==> config.mk <==
export PLATFORM = sky130hd
export DESIGN_NAME = lstm_bptt_seq_ctrl
export DESIGN_NICKNAME = d
export VERILOG_FILES = /design/src/rtl/lstm_bptt_seq_ctrl.sv
export SDC_FILE = /design/constraint.sdc
export NUM_CORES = 1
export LEC_CHECK = 0
export CAP_MARGIN = 25
export CORE_MARGIN = 1
export CORE_UTILIZATION = 44
export CTS_CLUSTER_SIZE = 30
export DETAILED_ROUTE_END_ITERATION = 10
export GPL_ROUTABILITY_DRIVEN = 0
export PLACE_DENSITY = 0.85
export SYNTH_ARGS = -nofsm -noshare
export SYNTH_HDL_FRONTEND = slang
export SYNTH_SLANG_ARGS = --single-unit
==> constraint.sdc <==
create_clock -name clk -period 1.9 [get_ports clk]
set_input_delay 0.285 -clock clk [delete_from_list [all_inputs] [get_ports clk]]
set_output_delay 0.285 -clock clk [all_outputs]
set_load 0.02 [all_outputs]
==> src/rtl/lstm_bptt_seq_ctrl.sv <==
// Sequencer for the LSTM timestep shift register: clears it, gates N forward
// shifts, then offers stored timesteps N-1..0 to the BPTT unit over valid/ready.
module lstm_bptt_seq_ctrl #(
  parameter int NUM_ITERATIONS = 68,
  parameter int CNT_W          = 7
) (
  input  logic             clk,
  input  logic             rst,
  input  logic             start,
  input  logic             abort,
  input  logic             fwd_valid,
  output logic             fwd_ready,
  output logic             sr_clr,
  output logic             sr_en,
  output logic [CNT_W-1:0] fwd_idx,
  output logic             bwd_valid,
  input  logic             bwd_ready,
  output logic [CNT_W-1:0] bwd_idx,
  output logic             busy,
  output logic             done
);

  typedef enum logic [1:0] {
    IDLE = 2'd0,
    FWD  = 2'd1,
    BWD  = 2'd2,
    DONE = 2'd3
  } state_t;

  localparam logic [CNT_W-1:0] LAST_IDX = CNT_W'(NUM_ITERATIONS - 1);

  state_t state;

  // Handshake outputs are combinational so the shift register and BPTT see
  // enables in the same cycle as the data; abort masks them immediately.
  assign fwd_ready = (state == FWD) && !abort;
  assign sr_en     = fwd_ready && fwd_valid;
  assign bwd_valid = (state == BWD) && !abort;
  assign sr_clr    = (state == IDLE) && start && !rst;
  assign busy      = (state != IDLE);
  assign done      = (state == DONE);

  always_ff @(posedge clk) begin
    if (rst) begin
      state   <= IDLE;
      fwd_idx <= '0;
      bwd_idx <= '0;
    end else begin
      case (state)
        IDLE: begin
          if (start) begin
            state   <= FWD;
            fwd_idx <= '0;
            bwd_idx <= '0;
          end
        end
        FWD: begin
          if (abort) begin
            state   <= IDLE;
            fwd_idx <= '0;
            bwd_idx <= '0;
          end else if (fwd_valid) begin
            if (fwd_idx == LAST_IDX) begin
              // fwd_idx parks at N-1; slot k now holds timestep k
              state   <= BWD;
              bwd_idx <= LAST_IDX;
            end else begin
              fwd_idx <= fwd_idx + CNT_W'(1);
            end
          end
        end
        BWD: begin
          if (abort) begin
            state   <= IDLE;
            fwd_idx <= '0;
            bwd_idx <= '0;
          end else if (bwd_ready) begin
            if (bwd_idx == '0) begin
              state <= DONE;
            end else begin
              bwd_idx <= bwd_idx - CNT_W'(1);
            end
          end
        end
        DONE: begin
          state   <= IDLE;
          fwd_idx <= '0;
          bwd_idx <= '0;
        end
        default: begin
          state   <= IDLE;
          fwd_idx <= '0;
          bwd_idx <= '0;
        end
      endcase
    end
  end

endmodule
==> summary.md <==
| Metric | Value |
|---|---|
| CTS clk-pin slew, worst paths | `0.11 ns` |
| Vias in the first global route | `1,242` |
| Post-synthesis cell count | `131` |
| Largest net degree at the start of global routing | `10` |
| Compound-Gate Fraction of Synth Area | `0.1825` |
| Max-cap check violation count | `0` |
| WP buf/inv | `0` |
| CP endpoint | `state[1]` |
| Comb power frac | `0.427` |
| Vias/cell | `5.784` |
| Startpoint types | `flop` |
| Worst vdd ir | `400.3 uV` |
| Post-Synth XOR/XNOR Area | `0.03215` |
| Die Span Y | `51.77 um` |
| CP delay by family, top | `simple AND/OR/NAND/NOR gates` |
| Async SR Flop Fraction | `0` |
| Area leader, netlist | `dfxtp_1` |
| Worst EP required | `2.11 ns` |
| Final WL | `3459 um` |
| Worst-path maximum fanout | `2` |
| Final critical-path required period | `1.898 ns` |
| Reg-to-reg slack, setup | `0.002 ns` |
| Switching Power | `0.3484 mW` |
| Clk sinks | `16` |
| Final period utilization | `0.9991` |
| Drt wl/cell | `15.87 um` |
| Die area | `0.002680 sq mm` |
| Worst Slack Setup Final | `0.001747 ns` |
| Pre-CTS setup slack | `-0.2963 ns` |
| WP data arrival | `2.11 ns` |
| CP endpoint kind | `flop` |
| WP depth | `5` |
| Fraction of layout cells with a size suffix above 1 | `0.3526` |
| Fin. max-slew vios | `0` |
| Most used DFF post-synth | `dfxtp_1` |
| Max Clk Rate | `526.8 MHz` |
| Commonest cells post-synth | `dfxtp_1 (16), nor2_1 (10), o21ai_0 (9)` |
| Synth top area cells | `dfxtp_1 (29%), ha_1 (9.2%), o21ai_0 (4.1%), nand2b_1 (3.4%), nor2_1 (3.4%)` |
| Post-synth EDFFs | `0` |
| Fin util | `0.7576` |
| Worst-Skew Late Latency | `0.30 ns` |
| CP startpoint | `bwd_idx[3]` |
| HPWL after detailed placement | `2479 um` |
| Inserted Clock Buffers | `3` |
| Post-Place Cells | `211` |
| Worst min path class | `flop to flop` |
| Starting DRT DRC Count | `49` |
| Cell Pwr Density | `568.2 mW/mm^2` |
| Antenna violations before repair | `0` |
| Leakage | `0.7273 nW` |
| Status | `finished, final reports clean` |
| Vias | `1,261` |
| Flop pwr share | `0.364` |
| Die width | `51.77 um` |
| Worst-Margin Slew | `0.3541 ns` |
| Overall power | `0.9796 mW` |
| GRT Overall Usage | `0.2769` |
| Critical path, cell by cell | `or3_4 -> or4_4 -> a211oi_2 -> mux2i_1 -> nor2_1` |
| Cell with the most instances after synthesis | `dfxtp_1` |
| Worst reg2reg path depth | `5` |
| Num ports | `26` |
| Relative slew slack | `0.7634` |
| Total Neg Setup Slack | `0 ns` |
| Clock Skew | `0.005746 ns` |
| Internal Power | `0.6313 mW` |
| Adder-Cell Fraction of Synth Area | `0.09185` |
| Final Non-Filler Cells | `218` |
| Largest stage delay, worst path | `0.49 ns` |
| Antenna cells | `0` |
| FF-to-FF End | `state[1]` |
| First-pass GRT wire length | `5409 um` |
| CP Class | `flop to flop` |
| Part of the power in the clock network | `0.209` |
| Synth unique cells | `40` |
| R2r startpoint | `bwd_idx[3]` |
| Rows | `17` |
| Yosys reg bits | `16` |
| Synthesized cell area | `0.001090 sq mm` |
| DRC viols | `0` |
| Register area share after synthesis | `0.2939` |
| Core area | `0.002276 sq mm` |
| Simple-gate share of the synthesized area | `0.3513` |
| Layout Nets | `205` |
| Grt ovf | `0` |
| Mux cell area share after synthesis | `0.009185` |
| Switching Share | `0.3556` |
| Routed Antenna Nets | `0` |
| CTS root buffer | `clkbuf_4` |
| Clock Tree Buf Depth | `2` |
| Unrepaired setup endpoints after global routing | `true` |
| Area share of the leading cell type in the synthesized netlist | `0.2939` |
| Mapped Avg Cell Area | `8.319 sq um` |
| H-tree depth reported by CTS | `1` |
| Endpoints failing setup | `0` |
| Slowest-stage cell, CP | `or4_4` |
| Synth Net Count | `145` |
| Starting density of the core | `0.4788` |
| Final Hold Viols | `0` |
| Largest family of logic cells by synthesized area | `simple AND/OR/NAND/NOR gates` |
| CTS tree | `done` |
| Synth warn | `0` |
| DRT Pass-1 Iters | `4` |
| Port bufs | `25` |
| Syn-to-layout area delta | `58.21%` |
[what timing repair did]
item,CTS,global route
hold buffers,0,0
setup endpoints to repair,9,9
buffers inserted,1,2
resized for setup,7,7
pin swaps,0,0
[power groups by stage]
stage / combinational, mW / sequential [mW] / clock (mW)
after detailed placement: 0.383 / 0.366 / 0
after global routing: 0.445 / 0.358 / 0.217
after global placement: 0.369 / 0.364 / 0
after CTS: 0.390 / 0.357 / 0.206
final: 0.418 / 0.356 / 0.205
after floorplan: 0.204 / 0.375 / 0
[cell usage in the layout (no fill, tap or decap), types with 5 or more instances in the layout]
| cell type | n |
|---|---|
| nor2b_1 | 5 |
| nand4_1 | 5 |
| a21oi_1 | 7 |
| clkdlybuf4s50_1 | 20 |
| dfxtp_2 | 5 |
| buf_4 | 33 |
| or3_1 | 6 |
| nand3_1 | 6 |
| nor2_1 | 10 |
| dfxtp_1 | 8 |
| o21ai_0 | 8 |
| nand2_1 | 5 |
| inv_1 | 6 |
[how the worst min path moves through the flow]
stage | from | endpoint | cells past startpoint
3_5_place_dp | fwd_idx[6] | fwd_idx[6] | 2
5_1_grt | fwd_idx[6] | fwd_idx[6] | 2
2_1_floorplan | rst | bwd_idx[3] | 3
4_1_cts | fwd_idx[6] | fwd_idx[6] | 2
3_3_place_gp | fwd_idx[6] | fwd_idx[6] | 2
6_report | fwd_idx[6] | fwd_idx[6] | 2
[state kept, by name, summed over array words and instances (netlist names)]
| signal | flops |
|---|---|
| state | 2 |
| bwd_idx | 7 |
| fwd_idx | 7 |
[kinds of logic (layout without fill, tap and decap cells)]
logic type,after synthesis,count (layout)
compound gates,30,30
xor+xnor,4,4
fa+ha+maj,8,8
buf+inv,11,70
flops,16,16
mux,1,1
simple gates,61,61
[layout make-up]
type                    instances  area (sq um)
repair buffers                 58         493.0
clock inverters                 1         3.754
clock buffers                   3         22.52
inverters                       8         30.03
multi-input cells             104         802.0
well taps                      28         35.03
flip-flops and latches         16         337.8
fillers                       141         551.8
[worst register-to-register path, cell delays in order, from the launching register on]
cell      delay (ns)
dfxtp_2         0.34
or3_4           0.39
or4_4           0.49
a211oi_2        0.29
mux2i_1         0.24
nor2_1          0.05
[stage by stage]
stage | hold WS, ns | area, sq um
floorplan | 0.4520 | 1157
global placement | 0.4790 | 1649
detailed placement | 0.4866 | 1649
CTS | 0.5024 | 1685
global route | 0.5525 | 1724
finish | 0.5165 | 1724
[layer usage]
metal | track usage | part of all wire | vias up
met2 | 0.4913 | 0.50 | 58
li1 | - | - | 598
met4 | 0.1577 | 0.020 | 0
met3 | 0.03801 | 0.057 | 11
met1 | 0.3137 | 0.42 | 594
met5 | 0 | 0 | -
Power figures use the tool's default switching activity.
